$ cat src/rtl/cpu_pkg.sv
`default_nettype none
// ============================================================================
// Package : cpu_pkg
// Brief   : Shared widths and load/writeback FSM state type for the CPU core.
// Rev     : 1.0  initial release
// ============================================================================
package cpu_pkg;

  localparam int DATA_W   = 16;
  localparam int ADDR_W   = 16;
  localparam int REG_AW   = 3;
  localparam int NUM_REGS = 2 ** REG_AW;

  typedef enum logic [1:0] {
    IDLE = 2'd0,
    REQ  = 2'd1,
    WB   = 2'd2
  } lwb_state_t;

endpackage : cpu_pkg
`default_nettype wire

$ cat src/rtl/lwb_cmd_fifo.sv
`default_nettype none
// ============================================================================
// Module : lwb_cmd_fifo
// Brief  : Synchronous FIFO of pending load commands {dest, addr}. Exposes the
//          per-slot valid bits and dest fields so the owner can build a
//          register-busy mask over everything still queued.
// Rev    : 1.0  initial release
// ============================================================================
module lwb_cmd_fifo
  import cpu_pkg::*;
#(
  parameter int DEPTH   = 2,
  parameter int DEST_W  = cpu_pkg::REG_AW,
  parameter int CADDR_W = cpu_pkg::ADDR_W
) (
  input  logic                          clk,
  input  logic                          rst_n,
  input  logic                          i_push,
  input  logic [DEST_W-1:0]             i_push_dest,
  input  logic [CADDR_W-1:0]            i_push_addr,
  input  logic                          i_pop,
  output logic                          o_full,
  output logic                          o_empty,
  output logic [DEST_W-1:0]             o_head_dest,
  output logic [CADDR_W-1:0]            o_head_addr,
  output logic [DEPTH-1:0]              o_entry_vld,
  output logic [DEPTH-1:0][DEST_W-1:0]  o_entry_dest
);

  localparam int PW = $clog2(DEPTH);

  logic [PW-1:0]      r_wr_ptr;
  logic [PW-1:0]      r_rd_ptr;
  logic [DEPTH-1:0]   r_vld;
  logic [DEST_W-1:0]  r_dest [DEPTH];
  logic [CADDR_W-1:0] r_addr [DEPTH];
  logic               w_push_ok;
  logic               w_pop_ok;

  // Slots fill and drain strictly in ring order, so the slot under each
  // pointer tells us full/empty without a separate occupancy counter.
  assign o_full      = r_vld[r_wr_ptr];
  assign o_empty     = ~r_vld[r_rd_ptr];
  assign w_push_ok   = i_push & ~o_full;
  assign w_pop_ok    = i_pop & ~o_empty;
  assign o_head_dest = r_dest[r_rd_ptr];
  assign o_head_addr = r_addr[r_rd_ptr];
  assign o_entry_vld = r_vld;

  for (genvar gi = 0; gi < DEPTH; gi++) begin : g_entry
    assign o_entry_dest[gi] = r_dest[gi];
  end

  // Pointer and slot-valid bookkeeping; a push and a pop never hit the same slot.
  always_ff @(posedge clk or negedge rst_n) begin
    if (!rst_n) begin
      r_wr_ptr <= '0;
      r_rd_ptr <= '0;
      r_vld    <= '0;
    end else begin
      if (w_push_ok) begin
        r_vld[r_wr_ptr] <= 1'b1;
        r_wr_ptr        <= r_wr_ptr + PW'(1);
      end
      if (w_pop_ok) begin
        r_vld[r_rd_ptr] <= 1'b0;
        r_rd_ptr        <= r_rd_ptr + PW'(1);
      end
    end
  end

  // Payload storage; contents are only observed through valid slots.
  always_ff @(posedge clk) begin
    if (w_push_ok) begin
      r_dest[r_wr_ptr] <= i_push_dest;
      r_addr[r_wr_ptr] <= i_push_addr;
    end
  end

endmodule : lwb_cmd_fifo
`default_nettype wire

$ cat src/rtl/load_writeback_ctrl.sv
`default_nettype none
// ============================================================================
// Module : load_writeback_ctrl
// Brief  : Queues LOAD commands, reads the operand from data RAM via req/ack,
//          and writes it into the register file for exactly one cycle. Tracks
//          registers with loads in flight and times out reads that never ack.
// Rev    : 1.0  initial release
// ============================================================================
module load_writeback_ctrl
  import cpu_pkg::*;
#(
  parameter int DATA_W      = cpu_pkg::DATA_W,
  parameter int ADDR_W      = cpu_pkg::ADDR_W,
  parameter int REG_AW      = cpu_pkg::REG_AW,
  parameter int QDEPTH      = 2,
  parameter int TIMEOUT_CYC = 255
) (
  input  logic                   clk,
  input  logic                   rst_n,
  input  logic                   i_cmd_valid,
  output logic                   o_cmd_ready,
  input  logic [REG_AW-1:0]      i_cmd_dest,
  input  logic [ADDR_W-1:0]      i_cmd_addr,
  output logic                   o_mem_req,
  output logic [ADDR_W-1:0]      o_mem_addr,
  input  logic                   i_mem_ack,
  input  logic [DATA_W-1:0]      i_mem_rdata,
  output logic                   o_write_enable,
  output logic [REG_AW-1:0]      o_write_addr,
  output logic [DATA_W-1:0]      o_write_data,
  output logic [2**REG_AW-1:0]   o_busy_mask,
  output logic                   o_timeout_err,
  input  logic                   i_err_clr
);

  localparam int NREG = 2 ** REG_AW;
  localparam int TW   = $clog2(TIMEOUT_CYC + 1);

  lwb_state_t                     r_state;
  lwb_state_t                     w_next;
  logic                           w_pop;
  logic                           w_capture;
  logic                           w_timeout;
  logic                           w_fifo_full;
  logic                           w_fifo_empty;
  logic [REG_AW-1:0]              w_head_dest;
  logic [ADDR_W-1:0]              w_head_addr;
  logic [QDEPTH-1:0]              w_ent_vld;
  logic [QDEPTH-1:0][REG_AW-1:0]  w_ent_dest;
  logic [NREG-1:0]                w_busy;
  logic [REG_AW-1:0]              r_dest;
  logic [ADDR_W-1:0]              r_mem_addr;
  logic [TW-1:0]                  r_timer;
  logic                           r_we;
  logic [REG_AW-1:0]              r_waddr;
  logic [DATA_W-1:0]              r_wdata;
  logic                           r_err;

  lwb_cmd_fifo #(
    .DEPTH   (QDEPTH),
    .DEST_W  (REG_AW),
    .CADDR_W (ADDR_W)
  ) u_fifo (
    .clk          (clk),
    .rst_n        (rst_n),
    .i_push       (i_cmd_valid),
    .i_push_dest  (i_cmd_dest),
    .i_push_addr  (i_cmd_addr),
    .i_pop        (w_pop),
    .o_full       (w_fifo_full),
    .o_empty      (w_fifo_empty),
    .o_head_dest  (w_head_dest),
    .o_head_addr  (w_head_addr),
    .o_entry_vld  (w_ent_vld),
    .o_entry_dest (w_ent_dest)
  );

  // State register.
  always_ff @(posedge clk or negedge rst_n) begin
    if (!rst_n) begin
      r_state <= IDLE;
    end else begin
      r_state <= w_next;
    end
  end

  // Next-state decode; ack takes priority over an expiring timer.
  always_comb begin
    w_next    = r_state;
    w_pop     = 1'b0;
    w_capture = 1'b0;
    w_timeout = 1'b0;
    case (r_state)
      IDLE: begin
        if (!w_fifo_empty) begin
          w_pop  = 1'b1;
          w_next = REQ;
        end
      end
      REQ: begin
        if (i_mem_ack) begin
          w_capture = 1'b1;
          w_next    = WB;
        end else if (r_timer == TW'(TIMEOUT_CYC - 1)) begin
          w_timeout = 1'b1;
          w_next    = IDLE;
        end
      end
      WB: begin
        if (!w_fifo_empty) begin
          w_pop  = 1'b1;
          w_next = REQ;
        end else begin
          w_next = IDLE;
        end
      end
      default: w_next = IDLE;
    endcase
  end

  // Load the in-flight command on pop and age the request while waiting.
  always_ff @(posedge clk or negedge rst_n) begin
    if (!rst_n) begin
      r_dest     <= '0;
      r_mem_addr <= '0;
      r_timer    <= '0;
    end else if (w_pop) begin
      r_dest     <= w_head_dest;
      r_mem_addr <= w_head_addr;
      r_timer    <= '0;
    end else if (r_state == REQ) begin
      r_timer    <= r_timer + TW'(1);
    end
  end

  // Register-file write port: one-cycle strobe, index/data hold between writes.
  always_ff @(posedge clk or negedge rst_n) begin
    if (!rst_n) begin
      r_we    <= 1'b0;
      r_waddr <= '0;
      r_wdata <= '0;
    end else begin
      r_we <= w_capture;
      if (w_capture) begin
        r_waddr <= r_dest;
        r_wdata <= i_mem_rdata;
      end
    end
  end

  // Sticky timeout flag; a new timeout beats a simultaneous clear.
  always_ff @(posedge clk or negedge rst_n) begin
    if (!rst_n) begin
      r_err <= 1'b0;
    end else if (w_timeout) begin
      r_err <= 1'b1;
    end else if (i_err_clr) begin
      r_err <= 1'b0;
    end
  end

  // Busy mask: every queued dest plus the dest of the load in REQ/WB.
  always_comb begin
    w_busy = '0;
    for (int i = 0; i < QDEPTH; i++) begin
      if (w_ent_vld[i]) begin
        w_busy[w_ent_dest[i]] = 1'b1;
      end
    end
    if (r_state != IDLE) begin
      w_busy[r_dest] = 1'b1;
    end
  end

  assign o_cmd_ready    = ~w_fifo_full;
  assign o_mem_req      = (r_state == REQ);
  assign o_mem_addr     = r_mem_addr;
  assign o_write_enable = r_we;
  assign o_write_addr   = r_waddr;
  assign o_write_data   = r_wdata;
  assign o_busy_mask    = w_busy;
  assign o_timeout_err  = r_err;

endmodule : load_writeback_ctrl
`default_nettype wire
$ cat config.mk
export PLATFORM = sky130hd
export DESIGN_NAME = load_writeback_ctrl
export DESIGN_NICKNAME = d
export VERILOG_FILES = /design/src/rtl/cpu_pkg.sv /design/src/rtl/lwb_cmd_fifo.sv /design/src/rtl/load_writeback_ctrl.sv
export SDC_FILE = /design/constraint.sdc
export NUM_CORES = 1
export LEC_CHECK = 0
export CAP_MARGIN = 30
export CORE_MARGIN = 2
export CORE_UTILIZATION = 34
export CTS_CLUSTER_SIZE = 20
export DETAILED_ROUTE_END_ITERATION = 6
export PLACE_DENSITY = 0.58
export SLEW_MARGIN = 0
export SYNTH_ARGS = -nofsm -noshare
export SYNTH_HDL_FRONTEND = slang
export SYNTH_SLANG_ARGS = --single-unit
export TNS_END_PERCENT = 100
$ cat constraint.sdc
create_clock -name clk -period 4.7 [get_ports clk]
set_input_delay 0.47 -clock clk [delete_from_list [all_inputs] [get_ports clk]]
set_output_delay 0.47 -clock clk [all_outputs]
set_load 0.02 [all_outputs]
==> results of run 1 <==
[power by group]
| part | internal (mW) | total (mW) | switching (mW) |
|---|---|---|---|
| clock network | 0.206 | 0.509 | 0.302 |
| registers | 1.11 | 1.35 | 0.241 |
| logic | 0.657 | 1.35 | 0.689 |
| total | 1.98 | 3.21 | 1.23 |
[metrics by stage]
stage | setup slack, ns | power, mW | utilization | cell area (µm²) | instances
floorplan | 2.261 | 2.097 | - | 3657 | 253
detailed placement | 2.003 | 2.739 | 0.4521 | 4688 | 466
finish | 1.681 | 3.209 | 0.4704 | 4878 | 482
CTS | 1.670 | 3.247 | 0.4704 | 4878 | 482
global placement | 2.089 | 2.691 | 0.4494 | 4661 | 465
global route | 1.534 | 3.411 | 0.4704 | 4878 | 482
[cells by family (layout without fill, tap and decap cells)]
family,Yosys count,in the layout,share of synthesized area
DFF,92,92,0.6815
adders and majority gates,2,2,0.006841
and+or+nand+nor,65,65,0.1112
muxes,21,21,0.06398
buffers and inverters,23,116,0.02566
AOI/OAI and AO/OA,50,50,0.1108
[state kept, by name (all words and copies together), names as in the netlist]
signal,cells
o_mem_addr,16
o_timeout_err,1
o_write_addr,3
o_write_data,16
o_write_enable,1
r_dest,3
r_state,2
r_timer,8
u_fifo.o_entry_vld,2
u_fifo.r_addr,32
u_fifo.r_dest,6
u_fifo.r_rd_ptr,1
u_fifo.r_wr_ptr,1
[layout make-up]
type,count,share of cell area
repair buffers,90,0.1857
inverters,10,0.007694
clock buffers,9,0.02539
flip-flops and latches,92,0.5109
well taps,136,0.03488
multi-input cells,138,0.2219
clock inverters,7,0.01359
[worst max-delay path, stage by stage, from the launching register on]
cell	delay [ns]
dfrtp_1	1.02
o21a_1	0.31
nand3_1	0.09
o221ai_1	0.10
clkdlybuf4s50_1	0.66
[per-layer routing]
layer,global-route usage,vias to the layer above,part of all wire
li1,-,1157,-
met1,0.1886,1221,0.46
met2,0.2165,79,0.45
met3,0.03511,12,0.066
met4,0.06319,0,0.021
met5,0,-,0
[layout by cell type, fill, tap and decap left out, drive strengths merged, types with 2 or more instances in the layout]
cell type      netlist  routed
a211o                2       2
a21oi                7       7
a221o               19      19
buf                  6       5
clkbuf               7       9
clkdlybuf4s50        0      85
clkinv               0       3
dfrtp               54      54
edfxtp              38      38
ha                   2       2
inv                 10      14
mux2                19      19
mux2i                2       2
nand2               13      13
nand2b               7       7
nand3                3       3
nor2                 5       5
nor2b                2       2
nor3                 4       4
nor4b               19      19
o211ai               2       2
o21ai                6       6
o221ai               6       6
or3                  5       5
[worst max-delay path by stage]
stage                           startpoint                       endpoint  slack, ns
floorplan                      i_cmd_valid  u_fifo.r_addr[0][0]$_DFFE_PP_       2.26
global placement    r_state[0]$_DFFE_PN0P_    o_write_data[7]$_DFFE_PN0N_       2.09
detailed placement  r_state[0]$_DFFE_PN0P_    o_write_data[7]$_DFFE_PN0N_       2.00
CTS                 r_state[0]$_DFFE_PN0P_                 o_busy_mask[6]       1.67
global route        r_state[0]$_DFFE_PN0P_                 o_busy_mask[7]       1.53
finish              r_state[0]$_DFFE_PN0P_                 o_busy_mask[7]       1.68
==> summary.txt, run 1 <==
Run status
  • Status: finished, final reports clean

Detailed routing
  • Drt drc: 0
  • Drt total wl: 7768 µm
  • DRT iter0 DRCs: 88
  • DR vias/cell: between 5 and 6
  • Routed len/inst: approximately 16 µm
  • Via count: approximately 2500
  • 1st-pass router iterations: 4
  • Antenna-violating nets left: 0

Layout
  • Layout net count: about 380
  • Fill count: 938
  • Share of layout cells above drive strength 1: 0.08382
  • FF+latch area: 2492 µm²
  • Multi-input combinational cell area: around 1100 µm²
  • Layout area overhead: 33.39%
  • Diode count: 0

Logic synthesis
  • Synth cell count leaders: dfrtp_1, edfxtp_1, a221o_1, mux2_1, nor4b_1
  • Synth Instances: 253
  • FFs w/ async S/R, synth: 0.5870
  • Yosys warns: 0
  • Yosys cell types: 39
  • Largest cells by area after synthesis: dfrtp_1, edfxtp_1, mux2_1, a221o_1, nor4b_1
  • Syn avg cell area: approximately 14 µm²
  • Post-synth EDFFs: 38
  • Top-count cell post-synth: dfrtp_1
  • Top-area cell type share of the netlist area: 0.3695
  • Sequential cell area fraction in the yosys report: 0.6815
  • Post-synth top area cell: dfrtp_1
  • Register bit total from synthesis: 92
  • Syn Nets: 295
  • Top FF cell, synth: dfrtp_1
  • Mapped cell area: 3657 µm²

Floorplan
  • Rows: 37
  • Core ar.: 10370 µm²
  • Die footprint: around 12000 µm²
  • Starting density of the core: 0.3527
  • DIE HEIGHT: 107.7 µm
  • Die width: 107.7 µm
  • IO Pins: 87

Setup path
  • R2r endpoint: o_write_data[5]$_DFFE_PN0N_
  • Startpoint types: register
  • CP max FO: 29
  • R2R depth: 4
  • Worst r2r src: r_state[0]$_DFFE_PN0P_
  • Kind of critical path: register to output port
  • Crit path DAT: 2.55 ns
  • CP endpoint kind: output port
  • R2r setup slk: 2.03 ns
  • Req. time, crit path: 4.23 ns

Timing
  • Slew Limit Fails: 0
  • Worst-Margin Slew: between 1 and 1.5 ns
  • TNS Setup: 0 ns
  • Final setup viols: 0
  • RSZ-0062 raised after global routing: false
  • Clock skew: 0.01427 ns
  • Fin crit period: 3.019 ns
  • Period utilisation layout: 0.6424
  • Hold_ws: 0.2373 ns
  • Fmax: 331.2 MHz
  • Slew margin rel.: 0.3180
  • Final hold violations: 0

Placement
  • RePlAce Congestion: roughly 0.81
  • Buffers on Ports: 86
  • Post-DP HPWL: about 5000 µm

Power
  • Worst IR Drop VDD: roughly 220 µV
  • Leakage power: 1.832 nW
  • Pwr Density: 657.7 nW/µm²

CTS
  • Clock Pin Slew Worst Setup and Hold Paths: 0.11 ns
  • H-tree levels: 3
  • Hold_buf cts: 0
  • CTS tree: built
  • Num CTS Buffers: 9
  • Setup Fix Bufs, Post-CTS: 0
  • Clk buf depth: 2
  • Post_cts resized: 0
  • Root buffer cell: clkbuf_8
  • Clock latency on the worst-skew pair: 0.36 ns
  • Clock Sinks: 92

Hold path
  • Hold WC Path Type: input pin to async pin

Global route
  • Largest net degree at the start of global routing: 55
  • GRT Overall Usage: 0.1410
  • Total congestion overflow: 0
  • Vias in the first global route: 2489
  • Global-route wire length before repair: ~13000 µm
  • Initial antenna violation count: 0

Run
  • Max-cap check violation count: 0
No activity file was read; power rests on OpenSTA's default activity.
==> run 2, diff against run 1 <==
Clock period 4.7 ns to 3.03 ns, I/O delays scaled along.
==> run 2 against run 1 <==
Compared with the run above:
- global-route usage is 0.37 points higher
- highest routed layer unchanged
- final area grew 0.33%
- non-clock buffer count grew 5
- critical endpoint unchanged
- critical path type unchanged
- cell count grew 1.0%
- largest cell class unchanged
- clock skew is 0.0044 ns lower
- combinational power up 62%
- utilization increased by 0.16 points
==> summary.txt, run 2 (synthesis gave the netlist of run 1 again) <==
Run status
  • Status: finished, final reports clean (unchanged)

Timing
  • Fmax: around 430 MHz
  • Slew margin rel.: 0.4469 (was 0.3180)
  • Final setup viols: 0 (unchanged)
  • Period utilisation layout: 0.7721
  • Fin crit period: 2.339 ns
  • RSZ-0062 raised after global routing: false (unchanged)
  • Slew Limit Fails: 0 (unchanged)
  • Final hold violations: 0 (unchanged)
  • Worst-Margin Slew: 0.8296 ns (was 1.023 ns)
  • Clock skew: 0.009862 ns (was 0.01427 ns)
  • TNS Setup: 0 ns (unchanged)

Detailed routing
  • 1st-pass router iterations: 4 (unchanged)
  • Via count: 2458 (was 2469)
  • Drt drc: 0 (unchanged)
  • Drt total wl: 8012 µm (was 7768 µm)
  • Antenna-violating nets left: 0 (unchanged)
  • DR vias/cell: 5.047 (was 5.122)
  • Routed len/inst: 16.45 µm (was 16.12 µm)
  • DRT iter0 DRCs: 88 (unchanged)

Floorplan
  • Core ar.: 10370 µm² (unchanged)
  • Starting density of the core: 0.3527 (unchanged)
  • Die width: 107.7 µm (unchanged)
  • DIE HEIGHT: 107.7 µm (unchanged)
  • Rows: 37 (unchanged)
  • Die footprint: 11600 µm² (unchanged)
  • IO Pins: 87 (unchanged)

Power
  • Power, Total: 4.981 mW (was 3.209 mW)
  • Pwr Density: 1018 nW/µm² (was 657.7 nW/µm²)
  • Worst IR Drop VDD: 338.3 µV (was 217.8 µV)
  • Leakage power: 1.851 nW (was 1.832 nW)

CTS
  • Root buffer cell: clkbuf_8 (unchanged)
  • CTS tree: built (unchanged)
  • Clock Pin Slew Worst Setup and Hold Paths: 0.09 ns (was 0.11 ns)
  • Clk buf depth: 2 (unchanged)
  • Clock Sinks: 92 (unchanged)
  • Setup Fix Bufs, Post-CTS: 0 (unchanged)
  • H-tree levels: 3 (unchanged)
  • Clock latency on the worst-skew pair: 0.36 ns (about the same)
  • Num CTS Buffers: 9 (unchanged)

Setup path
  • R2r setup slk: 1.14 ns (was 2.03 ns)
  • Kind of critical path: register to output port (unchanged)
  • CP max FO: 12 (was 29)
  • Startpoint types: register (unchanged)
  • CP endpoint kind: output port (unchanged)
  • R2r endpoint: o_mem_addr[6]$_DFFE_PN0P_ (was o_write_data[5]$_DFFE_PN0N_)
  • Worst r2r src: u_fifo.o_entry_vld[1]$_DFF_PN0_ (was r_state[0]$_DFFE_PN0P_)
  • Req. time, crit path: 2.73 ns (was 4.23 ns)
  • Crit path DAT: 2.04 ns (was 2.55 ns)
  • R2R depth: 4 (unchanged)

Run
  • Max-cap check violation count: 0 (unchanged)

Global route
  • Initial antenna violation count: 0 (unchanged)
  • Vias in the first global route: 2492 (was 2489)
  • Total congestion overflow: 0 (unchanged)
  • Largest net degree at the start of global routing: 29 (was 55)
  • Global-route wire length before repair: 12740 µm (was 12640 µm)
  • GRT Overall Usage: 0.1448 (was 0.1410)

Placement
  • RePlAce Congestion: 0.7608 (was 0.8065)
  • Post-DP HPWL: 5402 µm (was 5006 µm)
  • Buffers on Ports: 86 (unchanged)

Layout
  • Commonest non-fill, non-tap cell in the layout: clkdlybuf4s50_1 (unchanged)
  • Share of layout cells above drive strength 1: 0.09402 (was 0.08382)
  • Most flops, register: u_fifo.r_addr (unchanged)
  • Layout area overhead: 33.83% (was 33.39%)
  • Diode count: 0 (unchanged)
  • Highest-count cells in the layout ignoring fill and taps: clkdlybuf4s50_1, dfrtp_1, edfxtp_1 (unchanged)
  • Number of flip-flops in the largest register: 32 (unchanged)
  • Layout net count: 388 (was 383)

Hold path
  • Hold WC Path Type: input pin to async pin (unchanged)
[run 2: changes by cell type in the layout (fill, tap and decap cells not counted), sizes merged]
cell         before  now
clkbuf            9   10
buf               5    9
dlygate4sd3       0    1
inv              14   10
clkinv            3    6
[run 2: where the power goes]
part | internal [mW] | switching [mW] | total [mW]
Clock | 0.345 | 0.429 | 0.774
Sequential | 1.73 | 0.284 | 2.01
Combinational | 1.04 | 1.16 | 2.19
[run 2: per-stage QoR]
stage	util	std cells	setup slack (ns)	hold WS [ns]	cell area (µm²)
6_report	0.4720	487	0.6905	0.4778	4895
5_1_grt	0.4720	487	0.5501	0.4954	4895
4_1_cts	0.4720	487	0.6664	0.4800	4895
3_5_place_dp	0.4531	470	0.9461	0.3674	4698
3_3_place_gp	0.4531	470	0.9930	0.3608	4698
2_1_floorplan	-	253	0.6011	0.007409	3657
[run 2: worst max-delay path by stage]
stage                     depth (start not counted)  slack (ns)                       startpoint                             to
after global routing                              4        0.55           r_state[0]$_DFFE_PN0P_                 o_busy_mask[7]
after CTS                                         4        0.67           r_state[0]$_DFFE_PN0P_                 o_busy_mask[7]
after global placement                            3        0.99                      i_cmd_valid  u_fifo.r_addr[0][5]$_DFFE_PP_
after detailed placement                          3        0.95                      i_cmd_valid  u_fifo.r_addr[0][5]$_DFFE_PP_
final                                             4        0.69           r_state[0]$_DFFE_PN0P_                 o_busy_mask[7]
after floorplan                                   1        0.60  u_fifo.o_entry_vld[0]$_DFF_PN0_  u_fifo.r_addr[0][0]$_DFFE_PP_
[run 2: area by class of cell]
cell class	instances	area, µm²
Clock inverter	6	37.54
Fill cell	943	5475
Inverter	10	37.54
Sequential cell	92	2492
Tap cell	136	170.2
Multi-Input combinational cell	138	1082
Clock buffer	10	148.9
Timing Repair Buffer	95	925.9
[run 2: worst max-delay path: stages, from the launching register on]
cell and delay, ns:
dfrtp_1 0.59, o21a_1 0.26, nand3_1 0.09, o221ai_1 0.08, clkdlybuf4s50_1 0.64
[run 2: routing by layer]
layer | GRT usage | up-vias | share of wire
met5 | 0 | - | 0
met4 | 0.04121 | 0 | 0.010
met3 | 0.05387 | 7 | 0.071
met2 | 0.2403 | 72 | 0.48
met1 | 0.1764 | 1210 | 0.44
li1 | - | 1169 | -
[run 2: what timing repair did]
action	CTS	global route
hold buffers	1	0
resized for setup	0	0
hold endpoints to repair	27	0
setup endpoints to repair	0	0
==> run 3, diff against run 2 <==
Settings changed: PLACE_DENSITY 0.58 to 0.6.
Clock period 3.03 ns to 1.94 ns, I/O delays scaled along.
==> run 3 against run 2 <==
Compared with the run above:
- cell count up 0.82%
- routed wire length about the same
- final area up 0.92%
- clock-buffer cell count up 2
- via count up 1.7%
- flip-flop and latch count unchanged
- critical path depth down 1
- sequential power up 56%
- non-clock buffer count up 4
- first-iteration DRC count up 45%
- combinational power up 57%
- clock skew about the same
- critical endpoint is now o_busy_mask[3]
==> summary.txt, run 3 (synthesis gave the netlist of run 1 again) <==
Run status
  • Status: finished, final reports clean (unchanged)

Timing
  • Worst-Margin Slew: 0.7721 ns (was 0.8296 ns)
  • Hold_ws: 0.3225 ns (was 0.4778 ns)
  • RSZ-0062 raised after global routing: false (unchanged)
  • Slew margin rel.: 0.4853 (was 0.4469)
  • Fmax: ~530 MHz
  • TNS Setup: 0 ns (unchanged)
  • Fin crit period: 1.887 ns
  • Final hold violations: 0 (unchanged)
  • Clock skew: 0.009794 ns (was 0.009862 ns)
  • Slew Limit Fails: 0 (unchanged)
  • Final setup viols: 0 (unchanged)
  • Period utilisation layout: 0.9725

Floorplan
  • Core ar.: 10370 µm² (unchanged)
  • Die width: 107.7 µm (unchanged)
  • Die footprint: 11600 µm² (unchanged)
  • DIE HEIGHT: 107.7 µm (unchanged)
  • Starting density of the core: 0.3527 (unchanged)
  • IO Pins: 87 (unchanged)
  • Rows: 37 (unchanged)

Layout
  • Layout area overhead: 35.07% (was 33.83%)
  • Highest-count cells in the layout ignoring fill and taps: clkdlybuf4s50_1, dfrtp_1, edfxtp_1 (unchanged)
  • Fill count: 955 (was 943)
  • Diode count: 0 (unchanged)
  • Share of layout cells above drive strength 1: 0.1014 (was 0.09402)
  • Most flops, register: u_fifo.r_addr (unchanged)
  • Multi-input combinational cell area: 1096 µm² (was 1082 µm²)
  • Finished Layout Cells: 491 (was 487)
  • FF+latch area: 2495 µm² (was 2492 µm²)
  • Commonest non-fill, non-tap cell in the layout: clkdlybuf4s50_1 (unchanged)
  • Layout net count: 392 (was 388)
  • Number of flip-flops in the largest register: 32 (unchanged)

Setup path
  • Kind of critical path: register to output port (unchanged)
  • Startpoint types: register (unchanged)
  • R2R depth: 3 (was 4)
  • CP endpoint kind: output port (unchanged)
  • R2r endpoint: o_mem_addr[2]$_DFFE_PN0P_ (was o_mem_addr[6]$_DFFE_PN0P_)
  • Worst r2r src: r_state[0]$_DFFE_PN0P_ (was u_fifo.o_entry_vld[1]$_DFF_PN0_)
  • R2r setup slk: 0.20 ns (was 1.14 ns)
  • Req. time, crit path: 1.75 ns (was 2.73 ns)
  • CP max FO: 6 (was 12)
  • Setup crit end: o_busy_mask[3] (was o_busy_mask[7])
  • CP startpoint: u_fifo.r_dest[1][2]$_DFFE_PP_ (was r_state[0]$_DFFE_PN0P_)
  • Crit path DAT: 1.69 ns (was 2.04 ns)

CTS
  • Clock Sinks: 92 (unchanged)
  • Clk buf depth: 2 (unchanged)
  • Clock latency on the worst-skew pair: 0.35 ns (was 0.36 ns)
  • Num CTS Buffers: 9 (unchanged)
  • Clock Pin Slew Worst Setup and Hold Paths: 0.09 ns (about the same)
  • H-tree levels: 3 (unchanged)
  • CTS tree: built (unchanged)
  • Root buffer cell: clkbuf_8 (unchanged)

Power
  • Pwr Density: 1581 nW/µm² (was 1018 nW/µm²)
  • Power, Total: 7.809 mW (was 4.981 mW)
  • Worst IR Drop VDD: 633.8 µV (was 338.3 µV)
  • Leakage power: 1.903 nW (was 1.851 nW)

Global route
  • Global-route wire length before repair: 12800 µm (was 12740 µm)
  • GRT met3 Usage: 0.03814 (was 0.05387)
  • Initial antenna violation count: 0 (unchanged)
  • Met1 Usage GRT: 0.1810 (was 0.1764)
  • Largest net degree at the start of global routing: 37 (was 29)
  • GRT Overall Usage: 0.1446 (was 0.1448)
  • Total congestion overflow: 0 (unchanged)
  • Vias in the first global route: 2532 (was 2492)
  • Global route hottest layer: met2 (unchanged)
  • Grt met2 use: 0.2399 (was 0.2403)

Detailed routing
  • DR vias/cell: 5.090 (was 5.047)
  • 1st-pass router iterations: 4 (unchanged)
  • Drt drc: 0 (unchanged)
  • Routed len/inst: 16.33 µm (was 16.45 µm)
  • Via count: 2499 (was 2458)
  • Drt total wl: 8018 µm (was 8012 µm)
  • DRT iter0 DRCs: 128 (was 88)
  • Antenna-violating nets left: 0 (unchanged)

Placement
  • Cell Count Post-Placement: 473 (was 470)
  • Buffers on Ports: 86 (unchanged)
  • RePlAce Congestion: 0.7469 (was 0.7608)
  • Post-DP HPWL: 5395 µm (was 5402 µm)

Hold path
  • Hold WC Path Type: input pin to async pin (unchanged)

Run
  • Max-cap check violation count: 0 (unchanged)
run 3: metal layers:
layer,part of all wire,up-vias
met5,0,-
met4,0.017,0
met3,0.060,13
met2,0.47,92
met1,0.45,1220
li1,-,1174
run 3: area by class of cell:
class,instances,area share
flip-flops and latches,92,0.5051
inverters,10,0.007599
clock inverters,4,0.01013
multi-input cells,138,0.2219
clock buffers,12,0.02736
well taps,136,0.03445
repair buffers,99,0.1935
run 3: timing repair:
| item | in CTS | in global routing |
|---|---|---|
| endpoints found under the setup margin | 10 | 2 |
| resized for setup | 12 | 1 |
| hold endpoints to repair | 18 | 0 |
| setup buffers | 0 | 1 |
| gates cloned | 0 | 0 |
| hold buffers | 1 | 0 |
run 3: worst min-delay path by stage:
stage                     start                            to  slack (ns)  cells past startpoint
after floorplan           rst_n     o_mem_addr[0]$_DFFE_PN0P_       -0.10                      0
after global placement    rst_n   o_write_data[9]$_DFFE_PN0N_        0.18                      1
after detailed placement  rst_n  o_write_data[13]$_DFFE_PN0N_        0.18                      1
after CTS                 rst_n         r_dest[2]$_DFFE_PN0P_        0.32                      2
after global routing      rst_n    o_mem_addr[12]$_DFFE_PN0P_        0.36                      2
final                     rst_n     o_mem_addr[2]$_DFFE_PN0P_        0.32                      2
run 3: per-stage QoR:
| step | setup WS, ns | util | area (µm²) |
|---|---|---|---|
| final | 0.05331 | 0.4764 | 4940 |
| after global routing | 0.006267 | 0.4764 | 4940 |
| after CTS | 0.04908 | 0.4749 | 4925 |
| after detailed placement | 0.1485 | 0.4570 | 4740 |
| after global placement | 0.1955 | 0.4570 | 4740 |
| after floorplan | 0.2212 | - | 3662 |
run 3: where the power goes:
| part | leakage (nW) | internal [mW] | switching (mW) |
|---|---|---|---|
| Clock | 0.0882 | 0.596 | 0.633 |
| Combinational | 0.801 | 1.59 | 1.85 |
| Sequential | 1.01 | 2.71 | 0.433 |
run 3: critical path: stages (launching register included):
cell,delay [ns]
edfxtp_1,0.49
nand2b_1,0.21
o221ai_1,0.26
dlygate4sd2_1,0.37
